`src/rtl/picorv32_mem_arbiter.sv`:
```
// Two-master (CPU / vector coprocessor) arbiter in front of a single
// picorv32-style memory port. Round-robin on ties, one transaction in
// flight, registered memory request, sticky wait-timeout flag.
module picorv32_mem_arbiter #(
  parameter int unsigned TIMEOUT_CYCLES = 1024,  // must be >= 1
  parameter bit          RESET_LAST_VEC = 1'b0
) (
  input  logic        clk,
  input  logic        resetn,
  // CPU master
  input  logic        cpu_mem_valid,
  input  logic        cpu_mem_instr,
  input  logic [31:0] cpu_mem_addr,
  input  logic [31:0] cpu_mem_wdata,
  input  logic [3:0]  cpu_mem_wstrb,
  output logic        cpu_mem_ready,
  output logic [31:0] cpu_mem_rdata,
  // vector-coprocessor master
  input  logic        vec_mem_valid,
  input  logic [31:0] vec_mem_addr,
  input  logic [31:0] vec_mem_wdata,
  input  logic [3:0]  vec_mem_wstrb,
  output logic        vec_mem_ready,
  output logic [31:0] vec_mem_rdata,
  // shared memory port
  output logic        mem_valid,
  output logic        mem_instr,
  output logic [31:0] mem_addr,
  output logic [31:0] mem_wdata,
  output logic [3:0]  mem_wstrb,
  input  logic        mem_ready,
  input  logic [31:0] mem_rdata,
  // status
  output logic        grant_vec,
  output logic        mem_timeout
);

  localparam int WCW = $clog2(TIMEOUT_CYCLES + 1);
  localparam logic [WCW-1:0] WMAX  = WCW'(TIMEOUT_CYCLES);
  localparam logic [WCW-1:0] WMAX1 = WCW'(TIMEOUT_CYCLES - 1);

  typedef enum logic [1:0] {IDLE, GNT_CPU, GNT_VEC} state_t;

  state_t          r_state, w_state_nxt;
  logic            r_last_vec;
  logic [WCW-1:0]  r_wait;
  logic [31:0]     r_cpu_rdata, r_vec_rdata;
  logic            w_gnt_cpu, w_gnt_vec, w_busy, w_wait_inc;

  assign w_busy     = (r_state != IDLE);
  assign w_wait_inc = w_busy && !mem_ready && (r_wait != WMAX);

  // Next-state: grant decision in IDLE, release on mem_ready in GNT_x
  always_comb begin
    w_state_nxt = r_state;
    w_gnt_cpu   = 1'b0;
    w_gnt_vec   = 1'b0;
    unique case (r_state)
      IDLE: begin
        if (cpu_mem_valid && vec_mem_valid) begin
          // tie: whoever was not served last wins
          w_gnt_cpu = r_last_vec;
          w_gnt_vec = !r_last_vec;
        end else begin
          w_gnt_cpu = cpu_mem_valid;
          w_gnt_vec = vec_mem_valid;
        end
        if (w_gnt_cpu)      w_state_nxt = GNT_CPU;
        else if (w_gnt_vec) w_state_nxt = GNT_VEC;
      end
      GNT_CPU, GNT_VEC: if (mem_ready) w_state_nxt = IDLE;
      default: w_state_nxt = IDLE;
    endcase
  end

  // State, round-robin history and the registered memory request
  always_ff @(posedge clk) begin
    if (!resetn) begin
      r_state    <= IDLE;
      r_last_vec <= RESET_LAST_VEC;
      mem_valid  <= 1'b0;
      mem_instr  <= 1'b0;
      mem_addr   <= '0;
      mem_wdata  <= '0;
      mem_wstrb  <= '0;
    end else begin
      r_state <= w_state_nxt;
      if (w_gnt_cpu) begin
        r_last_vec <= 1'b0;
        mem_valid  <= 1'b1;
        mem_instr  <= cpu_mem_instr;
        mem_addr   <= cpu_mem_addr;
        mem_wdata  <= cpu_mem_wdata;
        mem_wstrb  <= cpu_mem_wstrb;
      end else if (w_gnt_vec) begin
        r_last_vec <= 1'b1;
        mem_valid  <= 1'b1;
        mem_instr  <= 1'b0;
        mem_addr   <= vec_mem_addr;
        mem_wdata  <= vec_mem_wdata;
        mem_wstrb  <= vec_mem_wstrb;
      end else if (w_busy && mem_ready) begin
        mem_valid  <= 1'b0;
      end
    end
  end

  // Wait counter and sticky timeout; the transaction is never aborted
  always_ff @(posedge clk) begin
    if (!resetn) begin
      r_wait      <= '0;
      mem_timeout <= 1'b0;
    end else if (w_gnt_cpu || w_gnt_vec) begin
      r_wait <= '0;
    end else if (w_wait_inc) begin
      r_wait <= r_wait + 1'b1;
      if (r_wait == WMAX1) mem_timeout <= 1'b1;
    end
  end

  // Remember the last word delivered to each master
  always_ff @(posedge clk) begin
    if (!resetn) begin
      r_cpu_rdata <= '0;
      r_vec_rdata <= '0;
    end else if (mem_ready) begin
      if (r_state == GNT_CPU) r_cpu_rdata <= mem_rdata;
      if (r_state == GNT_VEC) r_vec_rdata <= mem_rdata;
    end
  end

  // Ready is gated by resetn so a transaction abandoned by reset never completes
  assign cpu_mem_ready = resetn && (r_state == GNT_CPU) && mem_ready;
  assign vec_mem_ready = resetn && (r_state == GNT_VEC) && mem_ready;
  assign cpu_mem_rdata = (r_state == GNT_CPU) ? mem_rdata : r_cpu_rdata;
  assign vec_mem_rdata = (r_state == GNT_VEC) ? mem_rdata : r_vec_rdata;
  assign grant_vec     = (r_state == GNT_VEC);

endmodule

```
`config.mk`:
```
export PLATFORM = sky130hd
export DESIGN_NAME = picorv32_mem_arbiter
export DESIGN_NICKNAME = d
export VERILOG_FILES = /design/src/rtl/picorv32_mem_arbiter.sv
export SDC_FILE = /design/constraint.sdc
export NUM_CORES = 1
export LEC_CHECK = 0
export CORE_MARGIN = 4
export CORE_UTILIZATION = 40
export CTS_BUF_LIST = sky130_fd_sc_hd__clkbuf_4 sky130_fd_sc_hd__clkbuf_8 sky130_fd_sc_hd__clkbuf_16
export CTS_CLUSTER_SIZE = 10
export DETAILED_ROUTE_END_ITERATION = 12
export GPL_ROUTABILITY_DRIVEN = 0
export PLACE_DENSITY = 0.77
export SYNTH_ARGS = -nofsm -noshare
export SYNTH_HDL_FRONTEND = slang
export SYNTH_SLANG_ARGS = --single-unit
```
`constraint.sdc`:
```
create_clock -name clk -period 1.99 [get_ports clk]
set_clock_uncertainty 0.15 [all_clocks]
set_input_delay 0.2985 -clock clk [delete_from_list [all_inputs] [get_ports clk]]
set_output_delay 0.2985 -clock clk [all_outputs]
set_load 0.02 [all_outputs]
```
# Yosys cells after proc, flatten, opt, wreduce, memory -nomap -nowiden
# Cells that the tools add are included.
[totals]
regBits = 149
output_inout_bits = 138
word_cells = 63
[op_classes]
muxes = 23
addsub = 1
n_eq_ne = 6
n_reduce_logical = 20
bitwise = 2
[op_table]
columns = ["op", "count"]
rows = [
  ["2-to-1 mux 32 bit", 6],
  ["adder 11 x 1 -> 11 bit, second input constant", 1],
  ["equality test 11 x 10 -> 1 bit, second input constant", 1],
  ["2-to-1 mux 1 bit", 11],
  ["!= test 11 bit, second input constant", 1],
  ["logical AND 1 bit", 8],
  ["2-to-1 mux 4 bit", 2],
  ["2-to-1 mux 2 bit", 3],
  ["OR reduction 2 bit", 3],
  ["one-hot mux 2 bit (2 select lines)", 1],
  ["nonzero test 2 bit", 2],
  ["!= test 3 x 1 -> 1 bit, second input constant", 1],
  ["AND reduction 3 bit", 1],
  ["nonzero test 3 bit", 1],
  ["equality test 2 x 1 -> 1 bit, second input constant", 1],
  ["equality test 2 bit, second input constant", 1],
  ["zero test 1 bit", 2],
  ["zero test 2 bit", 1],
  ["!= test 2 bit, second input constant", 1],
  ["inverter 1 bit", 2],
  ["AND reduction 2 bit", 1],
  ["logical OR 1 bit", 1],
]

# Longest topological paths before layout
# Gate-level depths: netlist of the first run.
[depth]
depth_word = 7
mapped_depth = 9
mapped_depth_nobuf = 6

# Worst setup path after synthesis of the first run
# Ideal clock, no wire load.
[synth_path]
path_kind = "register -> output"
from = "register r_state[0]"
to = "output vec_mem_rdata[10]"
setup_slack_ns = 0.018
arrival_ns = 1.523
stages_incl_launch_ff = 6
t_required_ns = 1.541
cell_sequence = "dfxtp_1 > inv_1 > ha_1 > clkbuf_1 > buf_2 > mux2_2"
[synth_via]
elab_chain_len = 2
[synth_rtl]
columns = ["item", "line_no", "source"]
rows = [
  ["start: declaration", "44", "state_t r_state, w_state_nxt;"],
  ["start signal: assignment", "87", "r_state <= w_state_nxt;"],
  ["equality test 2 bit", "--", ""],
  ["named net grant_vec", "34", "output logic grant_vec,"],
  ["2-to-1 mux 32 bit", "--", ""],
  ["end: declaration", "24", "output logic [31:0] vec_mem_rdata,"],
]
# The timed path passes the listed nets, and every way through them passes these cells.

# Worst setup path in the final report of the first run
[layout_path]
from = "register r_state[0]"
to = "output cpu_mem_rdata[15]"
[layout_via]
elab_chain_len = 2
[layout_rtl]
columns = ["item", "line_no", "source"]
rows = [
  ["equality test 2 x 1 -> 1 bit", "135", "assign cpu_mem_rdata = (r_state == GNT_CPU) ? mem_rdata : r_cpu_rdata;"],
  ["2-to-1 mux 32 bit", "--", ""],
  ["end: declaration", "17", "output logic [31:0] cpu_mem_rdata,"],
]
# Every way passes these cells.

==> results of run 1 <==
layout by cell type (no fill, tap or decap), types with 2 or more instances in the layout:
cell type	count
clkdlybuf4s50_1	243
dfxtp_1	147
nor2_1	141
buf_6	79
nand2_1	77
nor3_1	65
mux2_4	64
mux2i_1	55
o21ai_0	48
buf_4	32
o21ai_1	23
clkbuf_16	17
buf_12	17
buf_16	12
mux2i_4	7
mux2i_2	6
xnor2_1	5
clkinv_4	5
inv_1	4
o211ai_1	4
a21oi_1	4
nand3_1	4
inv_2	3
nand4_1	3
ha_4	3
clkinvlp_4	3
buf_8	3
and3_4	2
nor4_1	2
or4_1	2
xor2_1	2
ha_1	2
bufinv_16	2
buf_2	2
where the power goes:
part | internal [uW] | total [uW] | leakage (uW) | switching, uW
Sequential | 3280 | 3450 | 0.00123 | 163
Combinational | 1950 | 3540 | 0.00348 | 1590
Clock | 1910 | 3240 | 0.000285 | 1330
worst max-delay path: stages (launching register included):
cell	delay (ns)
dfxtp_2	0.33
buf_6	0.11
ha_4	0.17
buf_6	0.14
buf_16	0.14
mux2_4	0.32
buf_6	0.14
kinds of logic (layout without fill, tap and decap cells):
| kind of cell | Yosys count | after routing | synth area share (%) |
|---|---|---|---|
| DFF | 149 | 149 | 45.4 |
| muxes | 132 | 132 | 21.3 |
| other | 0 | 1 | 0 |
| and+or+nand+nor | 306 | 306 | 19.8 |
| xor gates and xnor gates | 7 | 7 | 0.933 |
| AOI/OAI and AO/OA | 85 | 85 | 6.90 |
| adders and majority gates | 5 | 5 | 0.952 |
| buffers and inverters | 66 | 428 | 4.67 |
layout make-up:
| type | count | area share, % |
|---|---|---|
| Tap cell | 216 | 2.28 |
| Inverter | 8 | 0.274 |
| Clock buffer | 19 | 3.76 |
| Multi-Input combinational cell | 535 | 31.1 |
| Sequential cell | 149 | 25.2 |
| Timing Repair Buffer | 388 | 36.1 |
| Clock inverter | 13 | 1.28 |
| Antenna cell | 1 | 0.0211 |
state kept, by name, indices dropped and copies added, names as in the netlist:
name / count
mem_wstrb: 4
mem_timeout: 1
r_vec_rdata: 32
mem_addr: 32
r_state: 2
mem_wdata: 32
mem_valid: 1
r_wait: 11
mem_instr: 1
r_cpu_rdata: 32
r_last_vec: 1
metal layers:
metal	vias up	GRT usage (%)	wire length, microns
li1	3255	-	-
met1	3160	29.1	9430
met2	311	47.6	12800
met3	58	10.8	2760
met4	4	9.46	863
met5	-	0	27
per-stage QoR:
step	TNS, ns	instances	cell area [sq um]	setup WS (ns)	util [%]
after floorplan	0	750	6570	0.0180	-
after global placement	-23.27	1258	10100	-0.262	63.1
after detailed placement	-25.18	1258	10100	-0.240	63.1
after CTS	-12.27	1315	11600	-0.220	72.6
after global routing	-15.68	1329	11900	-0.252	74.2
final	-12.37	1329	11900	-0.220	74.2
path summary, 6_finish.rpt:
check | startpoint | end | slack (ns)
setup reg to reg | r_state[1]$_SDFFE_PN0P_ | mem_addr[6]$_SDFFE_PN0P_ | 0.02
setup / recovery | r_state[0]$_SDFFE_PN0P_ | cpu_mem_rdata[15] | -0.22
hold reg to reg | mem_addr[14]$_SDFFE_PN0P_ | mem_addr[14]$_SDFFE_PN0P_ | 0.30
hold / removal | mem_ready | r_vec_rdata[7]$_SDFFE_PN0P_ | 0.11
repair_timing:
| item | in CTS | in global routing |
|---|---|---|
| setup endpoints to repair | 84 | 113 |
| pin swaps | 6 | 6 |
| gates cloned | 11 | 0 |
| resized for setup | 506 | 49 |
| setup buffers | 16 | 15 |
| hold buffers | 0 | 0 |
==> impl_metrics.toml, run 1 <==
[die]
start_util_pct = 41.1
fp-row-count = 46
die_area_sq_um = 18500
die_w_microns = 136
ios = 312
core_sq_um = 16000
fp.dieH_microns = 136

[global_route]
grt_use_total_pct = 26.9
grt_pass1_vias = 7012
grt_first_pass_wirelength_mm = 38.6
grt_antenna_before_repair = 3
grt_max_degree = 67
overflow = 0

[logic_synthesis]
synth.net_count = 929
yosysMostFrequentCell = "dfxtp_1"
synth-seq-area-share_pct = 45.4
yosys_register_bits = 149
syn-cell-area_sq_um = 6570
yosysTopAreaCellShare_pct = 45.4
synthFlopType = "dfxtp_1"
synthTopCellsByCount = "149 x dfxtp_1, 141 x nor2_1, 77 x nand2_1, 69 x o21ai_0, 68 x mux2i_1"
ys.warnings.count = 0
synthArstFlopShare_pct = 0
avgSynthCellArea_sq_um = 8.76
synth_top_cell_by_area = "dfxtp_1"
synth_edf_count = 0
synth.area.top_cells = "dfxtp_1 45%, mux2_2 11%, mux2i_1 10%"
ys_types = 38
syn_inst = 750

[drt]
ant_nets = 0
drt_iter0_markers = 278
vias = 6788
avgRoutedWirePerCell_microns = 19.5
firstDrtPassIters = 5
route.detailed.drc = 0
via_per_inst = 5.11
wirelength_mm = 25.9

[timing]
fin_crit_ns = 2.21
hold_violations = 0
hold_slack_ns = 0.107
relSlewSlack_pct = 51.1
fin_ws_ns = -0.220
fin_crit_sh_pct = 111
grt_setup_unrepaired = "true"
drv_slew = 0
setup_viol = 66
fmax_ghz = 0.453
worstMarginPinSlew_ns = 0.733

[clocking]
insertion_delay_ns = 0.42
cts.sinks = 149
cts_max_level = 4
cts_buffers = 17
cts.path.max_buffers = 2
cts-root-buf = "clkbuf_16"
tritoncts = "built"
cts.clk_slew.worst_paths_ns = 0.06

[power_and_ir_drop]
finalPower_uw = 10200
power.leakage_uw = 0.00500
ir_worst_vdd_v = 0.000556
power_density_nw_per_um2 = 862

[finish]
final_nets = 1278
n_fill_cell = 1099
multi_input_area_sq_um = 3690
seq_area_sq_um = 2990
drive_above_1_share_pct = 24.3
area_delta_synth_final_pct = 80.6

[worst_hold_path]
hp-class = "input port to register"
min_path_cells = 3

[critical_path]
rr_worst_depth = 10
cp_max_fo = 5
path_class = "register to primary output"
cp.arrival_ns = 1.76
worst_setup_path_end_kind = "primary output"
cp-start-kind = "register"
required_ns = 1.54

[run]
drv_cap = 0

[place]
detailedPlacementHpwl_mm = 16.5
io_buffer_count = 311

[status]
violations = "setup timing"
status = "complete, but fails checks"
(Power assumes the default switching activity.)
==> run 2, diff against run 1 <==
--- a/config.mk
+++ b/config.mk
@@ -5,13 +5,14 @@
 export SDC_FILE = /design/constraint.sdc
 export NUM_CORES = 1
 export LEC_CHECK = 0
-export CORE_MARGIN = 4
+export ABC_AREA = 1
+export CORE_MARGIN = 2
 export CORE_UTILIZATION = 40
 export CTS_BUF_LIST = sky130_fd_sc_hd__clkbuf_4 sky130_fd_sc_hd__clkbuf_8 sky130_fd_sc_hd__clkbuf_16
 export CTS_CLUSTER_SIZE = 10
 export DETAILED_ROUTE_END_ITERATION = 12
 export GPL_ROUTABILITY_DRIVEN = 0
-export PLACE_DENSITY = 0.77
+export PLACE_DENSITY = 0.75
 export SYNTH_ARGS = -nofsm -noshare
 export SYNTH_HDL_FRONTEND = slang
 export SYNTH_SLANG_ARGS = --single-unit
==> impl_metrics.toml, run 2 <==
[critical_path]
worst_setup_path_end_kind = "primary output"
cp-start-kind = "register"
cpPeakStageDelay_ns = 0.33
path_cells = "inv_2, ha_4, buf_12, buf_12, buf_12, nand2_2, o21ai_2, buf_6"
required_ns = 1.54
crit_buf_inv = 5
path_class = "register to primary output"
critical_path.top_delay_family = "buffers and inverters"
rrSetupSlack_ns = 0.12
cp_max_fo = 6
path_common_cell = "buf_12"
reg2reg_to = "mem_wstrb[1]$_SDFFE_PN0P_"
rr_worst_depth = 10
cp.arrival_ns = 1.68
cp_slowest_cell = "dfxtp_2"
reg2reg_from = "r_state[0]$_SDFFE_PN0P_"

[die]
die_w_microns = 137
fp.dieH_microns = 137
ios = 312
die_area_sq_um = 18700
fp-row-count = 48
start_util_pct = 40.8
core_sq_um = 17200

[power_and_ir_drop]
combPwrFrac_pct = 32.8
power_density_nw_per_um2 = 838
switching_share_pct = 31.4
seq_power_share_pct = 33.2
power.leakage_uw = 0.00541
ir_worst_vdd_v = 0.000696
intPower_uw = 7090
clkPwrFrac_pct = 34.0
switching_power_uw = 3240

[logic_synthesis]
synth.area.top_cells = "dfxtp_1 42%, o21ai_0 15%, nand2_1 11%"
synth_compound_area_share_pct = 25.5
synth_top_family_by_area = "compound AO/OA/AOI/OAI gates"
synth_xor_xnor_area_share_pct = 0.498
synthTopCellsByCount = "213 x o21ai_0, 204 x nand2_1, 149 x dfxtp_1, 147 x inv_1, 81 x a21oi_1"
muxShareOfSynthArea_pct = 0
synth.net_count = 1188
synth-seq-area-share_pct = 42.4
yosys_register_bits = 149
synth_edf_count = 0
synth-simple-area-share_pct = 18.2
yosysTopAreaCellShare_pct = 42.4
yosysMostFrequentCell = "o21ai_0"
ys.warnings.count = 0
syn-cell-area_sq_um = 7040
avgSynthCellArea_sq_um = 6.98
ys_types = 34
synthArstFlopShare_pct = 0
synthFlopType = "dfxtp_1"
synth_top_cell_by_area = "dfxtp_1"
syn_inst = 1009
synthAdderAreaFrac_pct = 0.889

[finish]
layout_commonest_cell = "clkdlybuf4s50_1"
n_fill_cell = 1292
drive_above_1_share_pct = 20.6
area_delta_synth_final_pct = 75.1
stdcell_area_sq_um = 12300
seq_area_sq_um = 2990
final_cell_mix = "244 x clkdlybuf4s50_1, 176 x nand2_1, 147 x o21ai_0, 147 x dfxtp_1, 143 x inv_1"
diodes = 0
final_nets = 1524
fin_cells = 1583
multi_input_area_sq_um = 3720

[status]
status = "complete, but fails checks"
violations = "setup timing"

[global_route]
grt_first_pass_wirelength_mm = 33.9
grt_pass1_vias = 6681
grt_max_degree = 69
overflow = 0
grt_antenna_before_repair = 0
grt_use_total_pct = 23.2

[clocking]
cts-root-buf = "clkbuf_16"
cts.sinks = 149
cts.clk_slew.worst_paths_ns = 0.06
cts_max_level = 4
cts_buffers = 17
ctsHoldBuffers = 0
tritoncts = "built"
insertion_delay_ns = 0.42
cts.path.max_buffers = 2

[drt]
wirelength_mm = 26.0
route.detailed.drc = 0
drt_iter0_markers = 397
vias = 7904
avgRoutedWirePerCell_microns = 16.4
ant_nets = 0
firstDrtPassIters = 5
via_per_inst = 4.99

[worst_hold_path]
worstHoldStart = "cpu_mem_instr"
hp-class = "input port to register"
min_path_cells = 3
hold_end = "mem_instr$_SDFFE_PN0P_"

[timing]
relSlewSlack_pct = 71.4
fin_crit_sh_pct = 107
setup_viol = 64
fin_crit_ns = 2.13
worstMarginPinSlew_ns = 0.428
fin_ws_ns = -0.137
hold_violations = 0
fmax_ghz = 0.470
grt_setup_unrepaired = "true"
drv_slew = 0

[run]
drv_cap = 0

[place]
placed_cells = 1522
detailedPlacementHpwl_mm = 16.1
placed_area_sq_um = 10600
io_buffer_count = 311
-- run 2: cell count changes after synthesis, moves of 68 or more --
cell and delta:
a21oi_1 +77, o21ai_0 +144, inv_1 +139, nand2_1 +127, mux2i_1 -68, nor2_1 -120
-- run 2: routing by layer --
layer / wire (microns) / share of wire (%) / GRT usage (%)
met1: 9870 / 38 / 27.7
met2: 12700 / 49 / 37.7
met3: 2630 / 10 / 9.56
met4: 785 / 3.0 / 7.70
met5: 0 / 0 / 0
-- run 2: power by group through the flow --
stage | registers [uW] | clock network, uW | logic (uW)
after detailed placement | 3480 | 0 | 2820
after global placement | 3480 | 0 | 2810
after floorplan | 3720 | 0 | 1110
final | 3430 | 3510 | 3380
after global routing | 3460 | 3670 | 3610
after CTS | 3430 | 3540 | 2810
-- run 2: cell families after synthesis --
family / Yosys count
adder cells (fa/ha/maj): 5
AO/OA/AOI/OAI: 342
AND/OR/NAND/NOR: 293
buffers and inverters: 216
XOR/XNOR: 4
flip-flops: 149
-- run 2: layout make-up --
class	instances	area share, %
Sequential cell	149	24.2
Inverter	150	4.69
Tap cell	225	2.28
Clock buffer	18	3.56
Multi-Input combinational cell	644	30.2
Clock inverter	14	1.60
Timing Repair Buffer	383	33.5
-- run 2: worst max-delay path by stage --
stage	from	end	slack (ns)	depth (start not counted)
after detailed placement	r_state[0]$_SDFFE_PN0P_	vec_mem_rdata[19]	-0.29	5
after global routing	r_state[1]$_SDFFE_PN0P_	cpu_mem_rdata[18]	-0.17	8
after global placement	r_state[0]$_SDFFE_PN0P_	vec_mem_rdata[19]	-0.24	5
after floorplan	r_state[0]$_SDFFE_PN0P_	vec_mem_rdata[10]	-0.04	5
after CTS	r_state[0]$_SDFFE_PN0P_	vec_mem_rdata[28]	-0.22	5
final	r_state[1]$_SDFFE_PN0P_	cpu_mem_rdata[18]	-0.14	8
-- run 2: what timing repair did --
item,4_1_cts,5_1_grt
endpoints found under the hold margin,0,0
cloned,0,13
endpoints found under the setup margin,67,134
setup buffers,0,16
resized for setup,415,219
pin swaps,0,27
-- run 2: per-stage QoR --
stage	util (%)	setup TNS (ns)	setup WS, ns	hold WS, ns	total power (uW)
floorplan	-	-0.261	-0.0393	0.290	4830
global route	71.5	-6.54	-0.175	0.313	10700
finish	71.5	-3.16	-0.137	0.285	10300
global placement	61.6	-7.58	-0.244	0.279	6280
CTS	64.8	-4.71	-0.221	0.277	9780
detailed placement	61.6	-9.62	-0.288	0.281	6310
-- run 2: tightest hold or removal path: stages --
cell and delay (ns):
clkdlybuf4s50_1 0.40, nand3_1 0.08, nand2_1 0.04
==> run 3, diff against run 2 <==
--- a/config.mk
+++ b/config.mk
@@ -6,12 +6,13 @@
 export NUM_CORES = 1
 export LEC_CHECK = 0
 export ABC_AREA = 1
-export CORE_MARGIN = 2
+export CORE_MARGIN = 1
 export CORE_UTILIZATION = 40
 export CTS_BUF_LIST = sky130_fd_sc_hd__clkbuf_4 sky130_fd_sc_hd__clkbuf_8 sky130_fd_sc_hd__clkbuf_16
 export CTS_CLUSTER_SIZE = 10
 export DETAILED_ROUTE_END_ITERATION = 12
 export GPL_ROUTABILITY_DRIVEN = 0
+export HOLD_SLACK_MARGIN = 0.08
 export PLACE_DENSITY = 0.75
 export SYNTH_ARGS = -nofsm -noshare
 export SYNTH_HDL_FRONTEND = slang
==> impl_metrics.toml, run 3 (synthesis results as in run 2) <==
[die]
die_area_sq_um = 18100
ios = 312
fp-row-count = 48
die_w_microns = 135
core_sq_um = 17200
start_util_pct = 40.8
fp.dieH_microns = 135

[power_and_ir_drop]
ir_worst_vdd_v = 0.000656
power_density_nw_per_um2 = 866
finalPower_uw = 10200
power.leakage_uw = 0.00516

[clocking]
insertion_delay_ns = 0.42
cts_buffers = 17
ctsHoldBuffers = 0
cts.clk_slew.worst_paths_ns = 0.06
cts.sinks = 149
cts_max_level = 4
tritoncts = "built"
cts.path.max_buffers = 2
cts-root-buf = "clkbuf_16"

[critical_path]
rrSetupSlack_ns = 0.11
worst_setup_path_end_kind = "primary output"
path_class = "register to primary output"
required_ns = 1.54
cp_max_fo = 11
cp-start-kind = "register"
cp.arrival_ns = 1.62

[drt]
avgRoutedWirePerCell_microns = 15.0
drt_iter0_markers = 359
wirelength_mm = 23.2
via_per_inst = 4.95
firstDrtPassIters = 7
vias = 7681
route.detailed.drc = 0
ant_nets = 0

[place]
detailedPlacementHpwl_mm = 15.7
pre_cts_ws_ns = -0.229
io_buffer_count = 311

[finish]
layout_commonest_cell = "clkdlybuf4s50_1"
multi_input_area_sq_um = 3560
final_cell_mix = "244 x clkdlybuf4s50_1, 195 x nand2_1, 148 x o21ai_0"
final_nets = 1496
drive_above_1_share_pct = 18.2
n_fill_cell = 1390
seq_area_sq_um = 2990
area_delta_synth_final_pct = 67.9
diodes = 0

[timing]
setup_viol = 56
grt_setup_unrepaired = "true"
drv_slew = 0
relSlewSlack_pct = 58.6
fin_crit_sh_pct = 104
hold_violations = 0
fmax_ghz = 0.484
finalSetupTns_ns = -2.13
worstMarginPinSlew_ns = 0.621
fin_crit_ns = 2.07
fin_ws_ns = -0.0773

[status]
violations = "setup timing"
status = "complete, but fails checks"

[global_route]
grt_use_total_pct = 24.3
grt_pass1_vias = 6874
grt_antenna_before_repair = 0
grt_max_degree = 73
grt_first_pass_wirelength_mm = 34.7
overflow = 0

[worst_hold_path]
hp-class = "register to register"

[run]
drv_cap = 0
run 3: power by group:
| part | leakage, uW | switching, uW | internal, uW |
|---|---|---|---|
| clock network | 0.000320 | 1220 | 2430 |
| logic | 0.00361 | 1640 | 1520 |
| registers | 0.00123 | 139 | 3290 |
| total | 0.00516 | 2990 | 7240 |
run 3: timing repair:
| action | CTS | global route |
|---|---|---|
| gates resized for setup | 492 | 118 |
| setup endpoints to repair | 68 | 98 |
| hold endpoints to repair | 0 | 0 |
| pin swaps | 1 | 0 |
| buffers inserted | 0 | 3 |
| gates cloned | 0 | 4 |
run 3: per-layer routing:
layer | global-route usage [%] | routed length [microns] | vias up
li1 | - | - | 3849
met1 | 27.6 | 8870 | 3511
met2 | 40.5 | 11500 | 279
met3 | 9.80 | 2230 | 42
met4 | 9.61 | 650 | 0
met5 | 0 | 0 | -
run 3: cell type report:
cell class / count / share of cell area (%)
clock buffers: 20 / 3.95
well taps: 225 / 2.38
inverters: 150 / 4.78
clock inverters: 9 / 1.69
repair buffers: 355 / 31.8
flip-flops and latches: 149 / 25.3
multi-input cells: 644 / 30.1
run 3: metrics by stage:
step / hold WS (ns) / cell area [sq um] / cells / utilization (%)
floorplan: 0.290 / 7040 / 1009 / -
global placement: 0.279 / 10500 / 1516 / 61.2
detailed placement: 0.284 / 10500 / 1516 / 61.2
CTS: 0.296 / 11200 / 1545 / 65.2
global route: 0.317 / 11800 / 1552 / 68.6
finish: 0.294 / 11800 / 1552 / 68.6
run 3: worst max-delay path, stage by stage, from the launching register on:
cell	delay, ns
dfxtp_2	0.35
inv_2	0.06
ha_4	0.23
clkbuf_16	0.20
o21ai_2	0.21
buf_6	0.15
run 3: final timing paths:
check / from / endpoint / cells past startpoint
setup reg to reg: r_state[1]$_SDFFE_PN0P_ / mem_wdata[25]$_SDFFE_PN0P_ / 9
hold reg to reg: mem_timeout$_SDFFE_PN0P_ / mem_timeout$_SDFFE_PN0P_ / 2
setup / recovery: r_state[1]$_SDFFE_PN0P_ / cpu_mem_rdata[23] / 5
hold / removal: mem_timeout$_SDFFE_PN0P_ / mem_timeout$_SDFFE_PN0P_ / 2
